**config.mk**
```make
export PLATFORM = sky130hd
export DESIGN_NAME = branch_resolver
export DESIGN_NICKNAME = d
export VERILOG_FILES = /design/src/rtl/len5_pkg.sv /design/src/rtl/branch_res_fifo.sv /design/src/rtl/branch_resolver.sv
export SDC_FILE = /design/constraint.sdc
export NUM_CORES = 1
export LEC_CHECK = 0
export ABC_AREA = 1
export ABC_CLOCK_PERIOD_IN_PS = 4800
export CAP_MARGIN = 10
export CORE_MARGIN = 8
export CORE_UTILIZATION = 45
export DETAILED_ROUTE_END_ITERATION = 7
export HOLD_SLACK_MARGIN = 0.15
export PLACE_DENSITY = 0.75
export SETUP_SLACK_MARGIN = 0.02
export SLEW_MARGIN = 15
export SYNTH_ARGS = -nofsm -noshare
export SYNTH_HDL_FRONTEND = slang
export SYNTH_SLANG_ARGS = --single-unit
```
**constraint.sdc**
```tcl
create_clock -name clk_i -period 4.8 [get_ports clk_i]
set_input_delay 0.72 -clock clk_i [delete_from_list [all_inputs] [get_ports clk_i]]
set_output_delay 0.72 -clock clk_i [all_outputs]
set_load 0.005 [all_outputs]
```
**src/rtl/len5_pkg.sv**
```systemverilog
`default_nettype none
// ============================================================================
//  Module   : len5_pkg
//  Purpose  : Shared types and widths for the LEN5 branch resolution path.
//             Holds the branch condition encoding, the resolution record
//             returned to the frontend/BPU, and the FIFO entry type that
//             pairs a resolution with its ROB tag.
//  Revision : 1.0 - initial release
// ============================================================================
package len5_pkg;

  localparam int XLEN        = 64;
  localparam int ROB_DEPTH   = 4;
  localparam int ROB_IDX_LEN = $clog2(ROB_DEPTH);

  // Conditional branch kinds; codes 6 and 7 are unused and resolve not-taken.
  typedef enum logic [2:0] {
    BEQ  = 3'd0,
    BNE  = 3'd1,
    BLT  = 3'd2,
    BGE  = 3'd3,
    BLTU = 3'd4,
    BGEU = 3'd5
  } branch_type_t;

  typedef struct packed {
    logic [XLEN-1:0] pc;
    logic [XLEN-1:0] target;
    logic            taken;
    logic            valid;
    logic            mispredict;
  } resolution_t;

  typedef struct packed {
    resolution_t            res;
    logic [ROB_IDX_LEN-1:0] rob_idx;
  } bu_result_t;

endpackage
`default_nettype wire

```
**src/rtl/branch_res_fifo.sv**
```systemverilog
`default_nettype none
// ============================================================================
//  Module   : branch_res_fifo
//  Purpose  : Two-entry in-order FIFO with register-sourced head output,
//             parameterised on the stored entry type.
//  Ports    : clk_i, rst_i  - clock, synchronous active-high reset
//             flush_i       - drop all held entries (and any same-cycle push/pop)
//             push_i/data_i - write an entry (caller must not push when full)
//             pop_i         - retire the head (ignored when empty)
//             data_o        - head entry, all-zero when empty
//             full_o/empty_o- occupancy flags
//  Revision : 1.0 - initial release
// ============================================================================
module branch_res_fifo #(
  parameter type T = logic
) (
  input  logic clk_i,
  input  logic rst_i,
  input  logic flush_i,
  input  logic push_i,
  input  T     data_i,
  input  logic pop_i,
  output T     data_o,
  output logic full_o,
  output logic empty_o
);

  T           r_mem [2];
  logic       r_wr_ptr;
  logic       r_rd_ptr;
  logic [1:0] r_count;

  logic w_push;
  logic w_pop;

  assign full_o  = (r_count == 2'd2);
  assign empty_o = (r_count == 2'd0);

  // Guards keep the occupancy counter consistent even if a caller misbehaves.
  assign w_push = push_i && !full_o;
  assign w_pop  = pop_i && !empty_o;

  // Head is gated to zero when empty so a stale popped entry never shows.
  always_comb begin
    data_o = '0;
    if (!empty_o) begin
      data_o = r_mem[r_rd_ptr];
    end
  end

  always_ff @(posedge clk_i) begin
    if (rst_i) begin
      r_wr_ptr <= 1'b0;
      r_rd_ptr <= 1'b0;
      r_count  <= 2'd0;
      for (int i = 0; i < 2; i++) begin
        r_mem[i] <= '0;
      end
    end else if (flush_i) begin
      // Storage contents are left as-is; the zero count hides them.
      r_wr_ptr <= 1'b0;
      r_rd_ptr <= 1'b0;
      r_count  <= 2'd0;
    end else begin
      if (w_push) begin
        r_mem[r_wr_ptr] <= data_i;
        r_wr_ptr        <= ~r_wr_ptr;
      end
      if (w_pop) begin
        r_rd_ptr <= ~r_rd_ptr;
      end
      case ({w_push, w_pop})
        2'b10:   r_count <= r_count + 2'd1;
        2'b01:   r_count <= r_count - 2'd1;
        default: r_count <= r_count;
      endcase
    end
  end

endmodule
`default_nettype wire

```
**src/rtl/branch_resolver.sv**
```systemverilog
`default_nettype none
// ============================================================================
//  Module   : branch_resolver
//  Purpose  : Back-end conditional branch resolution. Evaluates the branch
//             condition and target, compares against the frontend prediction
//             and queues a resolution record (plus ROB tag) in a 2-entry FIFO
//             towards the frontend/BPU update path.
//  Ports    : clk_i, rst_i, flush_i         - clock, sync reset, squash
//             valid_i / ready_o             - issue handshake
//             branch_type_i, rs1/rs2_value_i, pc_i, imm_i,
//             pred_taken_i, pred_target_i, rob_idx_i - branch operation
//             res_valid_o / res_ready_i     - result handshake
//             res_o, rob_idx_o              - head record and tag
//  Revision : 1.0 - initial release
// ============================================================================
module branch_resolver
  import len5_pkg::*;
(
  input  logic                   clk_i,
  input  logic                   rst_i,
  input  logic                   flush_i,
  input  logic                   valid_i,
  output logic                   ready_o,
  input  logic [2:0]             branch_type_i,
  input  logic [XLEN-1:0]        rs1_value_i,
  input  logic [XLEN-1:0]        rs2_value_i,
  input  logic [XLEN-1:0]        pc_i,
  input  logic [12:0]            imm_i,
  input  logic                   pred_taken_i,
  input  logic [XLEN-1:0]        pred_target_i,
  input  logic [ROB_IDX_LEN-1:0] rob_idx_i,
  output logic                   res_valid_o,
  input  logic                   res_ready_i,
  output resolution_t            res_o,
  output logic [ROB_IDX_LEN-1:0] rob_idx_o
);

  logic            w_taken;
  logic [XLEN-1:0] w_target;
  logic [XLEN-1:0] w_imm_sext;
  logic            w_mispredict;
  logic            w_accept;
  logic            w_full;
  logic            w_empty;
  bu_result_t      w_push_data;
  bu_result_t      w_head;

  always_comb begin
    w_taken = 1'b0;
    case (branch_type_t'(branch_type_i))
      BEQ:     w_taken = (rs1_value_i == rs2_value_i);
      BNE:     w_taken = (rs1_value_i != rs2_value_i);
      BLT:     w_taken = ($signed(rs1_value_i) <  $signed(rs2_value_i));
      BGE:     w_taken = ($signed(rs1_value_i) >= $signed(rs2_value_i));
      BLTU:    w_taken = (rs1_value_i <  rs2_value_i);
      BGEU:    w_taken = (rs1_value_i >= rs2_value_i);
      default: w_taken = 1'b0;
    endcase
  end

  assign w_imm_sext = {{(XLEN-13){imm_i[12]}}, imm_i};
  // Both adds wrap modulo 2^XLEN by construction.
  assign w_target   = w_taken ? (pc_i + w_imm_sext) : (pc_i + XLEN'(4));

  // The predicted target only matters when the branch is actually taken.
  assign w_mispredict = (w_taken != pred_taken_i) ||
                        (w_taken && (w_target != pred_target_i));

  // No path from res_ready_i: a pop at full only frees a slot next cycle.
  assign ready_o  = !rst_i && !w_full;
  assign w_accept = valid_i && ready_o;

  always_comb begin
    w_push_data                = '0;
    w_push_data.res.pc         = pc_i;
    w_push_data.res.target     = w_target;
    w_push_data.res.taken      = w_taken;
    w_push_data.res.valid      = 1'b1;
    w_push_data.res.mispredict = w_mispredict;
    w_push_data.rob_idx        = rob_idx_i;
  end

  branch_res_fifo #(
    .T (bu_result_t)
  ) u_fifo (
    .clk_i   (clk_i),
    .rst_i   (rst_i),
    .flush_i (flush_i),
    .push_i  (w_accept),
    .data_i  (w_push_data),
    .pop_i   (res_ready_i),
    .data_o  (w_head),
    .full_o  (w_full),
    .empty_o (w_empty)
  );

  assign res_valid_o = !w_empty;
  assign res_o       = w_head.res;
  assign rob_idx_o   = w_head.rob_idx;

endmodule
`default_nettype wire

```
* Word level (Yosys, flattened, before mapping)
Memories as Yosys holds them, arrays and structs flattened. A register that Yosys moved wholly into a read port is not among the register bits. Index checks and enable logic that the tools add are counted.
Word-level totals: output and inout bits 135, memory bits (writable) 266, word-level logic and storage cells 55, input port bits 280, bits in registers 4, memories kept 1
Operators by class: reductions and logical operators 14, bitwise logic cells 2, equality and inequality tests 12, muxes and demuxes 15, magnitude comparators 4, $add $sub $neg 4
Memory list:
- u_fifo.r_mem | words 2, width 133, rd ports 1, clocked after Yosys merged registers in 1, wr ports 2, line branch_res_fifo.sv:28 | T r_mem [2];
Operators with widths (count):
- two-way mux 133 bit | 2
- OR reduction 133 bit | 1
- greater-or-equal comparator 64 bit | 2
- < comparator 64 bit | 2
- inequality test 64 bit | 2
- adder 64 x 3 -> 64 bit (second input constant) | 1
- adder 64 bit | 1
- == test 64 bit | 1
- two-way mux 64 bit | 1
- two-way mux 1 bit | 10
- == test 3 x 2 -> 1 bit (second input constant) | 2
- == test 3 bit (second input constant) | 2
- case mux 1 bit (6 select lines) | 1
- logical AND 1 bit | 5
- == test 2 bit (second input constant) | 2
- case mux 2 bit (2 select lines) | 1
- == test 3 x 1 -> 1 bit (second input constant) | 1
- logical NOT 1 bit | 3
- logical NOT 3 bit | 1
- adder 2 x 1 -> 2 bit (second input constant) | 1
- == test 2 x 1 -> 1 bit (second input constant) | 1
- logical NOT 2 bit | 1
- NOT 1 bit | 2
- nonzero test 2 bit | 1
- 4 further kinds | 4

* Depth between registers and ports, before layout
word-level depth 11, mapped depth 33, depth with buffers taken out 33

* Modules after synthesis
A second synthesis with hierarchy kept.
Unflattened totals: cells, all modules 3266, area, all modules 22451.5 um^2
Modules (own cells, without submodules):
- branch_res_fifo | times used 1, area an instance 11781.3 um^2, cells each 1178, sequential area each 8087.8 um^2
- branch_resolver | times used 1, area an instance 10670.2 um^2, cells each 2088, sequential area each 0.0 um^2

* Least setup slack after synthesis
No wires, ideal clock.
path kind input port to flip-flop, start point in rst_i, end point mem u_fifo.r_mem[0][0] (netlist bit) (enable), cell stages on the path 7, path slack -224 ps, library setup time 1136 ps, data arrival time 3888 ps, buffers on the path 2, data required time 3664 ps, cell sequence a21oi_1 -> nand2_1 -> inv_1 -> nand3_1 -> clkbuf_1 -> clkbuf_1 -> nand2_1
RTL lines:
- start, declared | line branch_resolver.sv:20 | input logic rst_i,
- end, declared | line branch_res_fifo.sv:28

==> reports/metrics.json <==
{
  "status": {
    "status": "completed"
  },
  "place": {
    "port_buf_inserts": 414,
    "dp_hpwl_mm": 69.6,
    "gpl.final_weighted_congestion": 1.08
  },
  "floorplan": {
    "placement_rows": 79,
    "floorplan.initialDensity": 0.457,
    "die-area_mm2": 0.0546,
    "io-pin-count": 415,
    "core_area_mm2": 0.0467,
    "die_height_um": 234,
    "dieWidth_um": 234
  },
  "grt": {
    "grt_pass1_wl_mm": 125,
    "initial_antenna_violation_count": 7,
    "largest_net_degree_at_the_start_of_global_routing": 96,
    "overflow": 0,
    "via_count_of_the_first_global_routing_pass": 20800,
    "globalRouteTotalUtil": 0.303
  },
  "timing": {
    "fin_setup_tns_ps": 0,
    "setup_violations": 0,
    "finalWorstPathRequiredPeriod_ps": 4200,
    "final.setup_skew_ps": 24.9,
    "finalMaxSlewViolations": 0,
    "finalHoldViolations": 0,
    "achievable-frequency_ghz": 0.238,
    "slew_headroom": 0.223,
    "grt_setup_unrepaired": "no",
    "worst-slew-pin-transition_ps": 1170,
    "final.period_utilization": 0.875
  },
  "setup_path": {
    "critical_path_required_ps": 5110,
    "timing.critical_path.cells": "clkdlybuf4s50_1, ha_1, fa_1, nand2_1, nand2_1, o21ai_1, o21ai_0, nand2_1, nand2_1, a21oi_1, nor2_1, nor2_1, xor2_1, nand2_1, nand3b_1, nand2_1, nor2_1, nand3_1, nor2_1, nand2_1, nor2_1, nand2_1, nand2_1, nor2_1",
    "critPathKind": "input pin to flop",
    "critPathLaunchType": "input pin",
    "worst_path_largest_cell_delay_ps": 470,
    "path_max_fanout": 4,
    "critical_path_arrival_ps": 4510,
    "worst-r2r-cell-count": 7,
    "critical_path.most_common_cell": "nand2_1",
    "crit_cells": 24,
    "critical_path.n_buffers_inverters": 1,
    "worst_path_dominant_cell_family": "simple AND/OR/NAND/NOR gates",
    "cell_type_of_the_slowest_stage_on_the_worst_timing_path": "xor2_1",
    "cp-end-kind": "flop"
  },
  "hold_path": {
    "timing.hold.worst_path_depth": 1,
    "hp-class": "flop to flop"
  },
  "clocking": {
    "maximum_buffer_depth_of_the_clock_tree": 3,
    "clock_insertion_delay_at_the_later_pin_of_the_skew_report_ps": 620,
    "clk_pin_slew_ps": 60,
    "cts_tree": "yes",
    "cts_resized": 0,
    "cts_post_setup_buffers_inserted": 0,
    "cts-buffers-inserted": 31,
    "postCtsHoldBufs": 0,
    "ctsHtreeMaxLevel": 1,
    "cts.sinks": 271,
    "root_buffer_cell": "clkbuf_16"
  },
  "yosys": {
    "synthMostInstantiatedCell": "nand2_1",
    "synth_nets": 3371,
    "synth_common_cells": "804 x nand2_1, 485 x nor2_1, 333 x inv_1",
    "synth_flop_cell": "edfxtp_1",
    "ys_async_sr_fraction": 0,
    "netlist.area_leader.share": 0.372,
    "number_of_enable_type_register_cells_in_the_synthesized_netlist": 264,
    "synthesis.yosys.warnings": 0,
    "netlist_area_mm2": 0.0213,
    "ys_ff_latch": 271,
    "synth_cell_types": 51,
    "ys_seq_area_frac": 0.379,
    "synthTopCellsByArea": "edfxtp_1 37%, nand2_1 14%, nor2_1 8.5%, ha_1 7.6%, a21oi_1 6.0%",
    "yosys.area.top_type": "edfxtp_1",
    "syn_inst": 2961,
    "synth.avg_cell_area_um2": 7.20
  },
  "power_and_ir_drop": {
    "power.density_mw_per_mm2": 258,
    "vdd_drop_max_v": 0.000249,
    "totalPowerFinal_mw": 7.23,
    "leakagePower_nw": 12.2
  },
  "detailed_routing": {
    "drt.antenna.violating_nets": 0,
    "detail_route.vias_per_cell": 5.41,
    "first_iter_violations": 2191,
    "detail_route.drc_violations": 0,
    "final_routed_wirelength_mm": 86.4,
    "route.vias.total": 22100,
    "route.detailed.wl_per_inst_um": 21.1,
    "dr.pass1.iters": 7
  },
  "layout": {
    "fill_cells": 4322,
    "design.final.nets": 3858,
    "layout-area-overhead-vs-synth_pct": 31.4,
    "layout_cell_share_with_drive_strength_beyond_1": 0.0711
  },
  "job": {
    "maxCapViolations": 0
  }
}
## report_power, final
part	internal (mW)	leakage [nW]	switching, mW
Combinational	0.843	8.94	1.31
Sequential	2.73	2.78	0.0335
Clock	1.30	0.475	1.01
## worst register-to-register path: stages, from the launching register on
cell	delay, ps
dfxtp_1	440
inv_1	90
a21oi_1	180
nand2_1	150
inv_1	170
nand3_4	460
nand2_8	510
buf_12	480
## area by class of cell
class	instances	area, um2	area share
repair buffers	543	5260	0.188
clock buffers	38	802	0.0286
well taps	607	759	0.0271
flip-flops and latches	271	8070	0.288
diodes	8	20.0	0.000715
multi-input cells	2263	11600	0.416
inverters	338	1270	0.0455
clock inverters	19	180	0.00644
## registers in the layout, indices dropped and copies added, names as in the netlist, named ones only
signal	flops
u_fifo.r_mem	266
u_fifo.r_rd_ptr	1
u_fifo.r_wr_ptr	1
u_fifo.r_count	2
## placed cells by master, fill, tap and decap left out, types with 4 or more instances in the layout
master and n:
inv_1 333, a31oi_1 9, clkinv_1 5, xnor2_1 27, o211ai_1 4, a21oi_1 256
clkdlybuf4s50_1 413, nand4_1 22, nor2_2 7, dfxtp_1 6, nand3b_1 43, xor2_1 80
nor4_1 17, o21bai_1 14, ha_1 129, a21boi_0 9, clkbuf_1 7, buf_4 117
nor2_4 5, nand2_1 802, clkbuf_16 31, edfxtp_1 264, diode_2 8, o21ai_1 12
a21o_1 10, nand3_1 138, nor3_1 47, o21ai_0 75, o21a_1 7, nand2_2 33
nor2_1 484, clkinv_2 4, buf_12 12
## final timing paths
path | start | to | slack, ps
setup / recovery | pc_i[0] | u_fifo.r_mem[1][2] | 600
hold / removal | u_fifo.r_rd_ptr | flop | 450
setup reg to reg | u_fifo.r_count[0] | u_fifo.r_mem[1][103] | 1850
hold reg to reg | u_fifo.r_rd_ptr | flop | 450
## cells by family (layout without fill, tap and decap cells)
| family | after synthesis | count (layout) | share of synthesized area |
|---|---|---|---|
| and+or+nand+nor | 1620 | 1620 | 0.320 |
| DFF | 271 | 271 | 0.379 |
| adders and majority gates | 130 | 130 | 0.0767 |
| other | 0 | 8 | 0 |
| buffers and inverters | 427 | 938 | 0.0786 |
| AOI/OAI and AO/OA | 406 | 406 | 0.103 |
| xor gates and xnor gates | 107 | 107 | 0.0440 |
## metal layers
layer | vias up | GRT usage | wire length, um
li1 | 10700 | - | -
met1 | 10200 | 0.408 | 35700
met2 | 1102 | 0.480 | 38900
met3 | 150 | 0.0690 | 8880
met4 | 2 | 0.0960 | 2920
met5 | - | 0 | 13
## metrics by stage
step           std cells  hold WS [ps]  setup slack (ps)  area, um2  utilization
2_1_floorplan       2961           422              1050      21300            -
3_3_place_gp        4022           428               146      27000        0.579
3_5_place_dp        4022           434               126      27000        0.579
4_1_cts             4079           444               718      28000        0.600
5_1_grt             4086           461               250      28000        0.600
6_report            4087           450               598      28000        0.600
No activity file was read; power rests on OpenSTA's default activity.
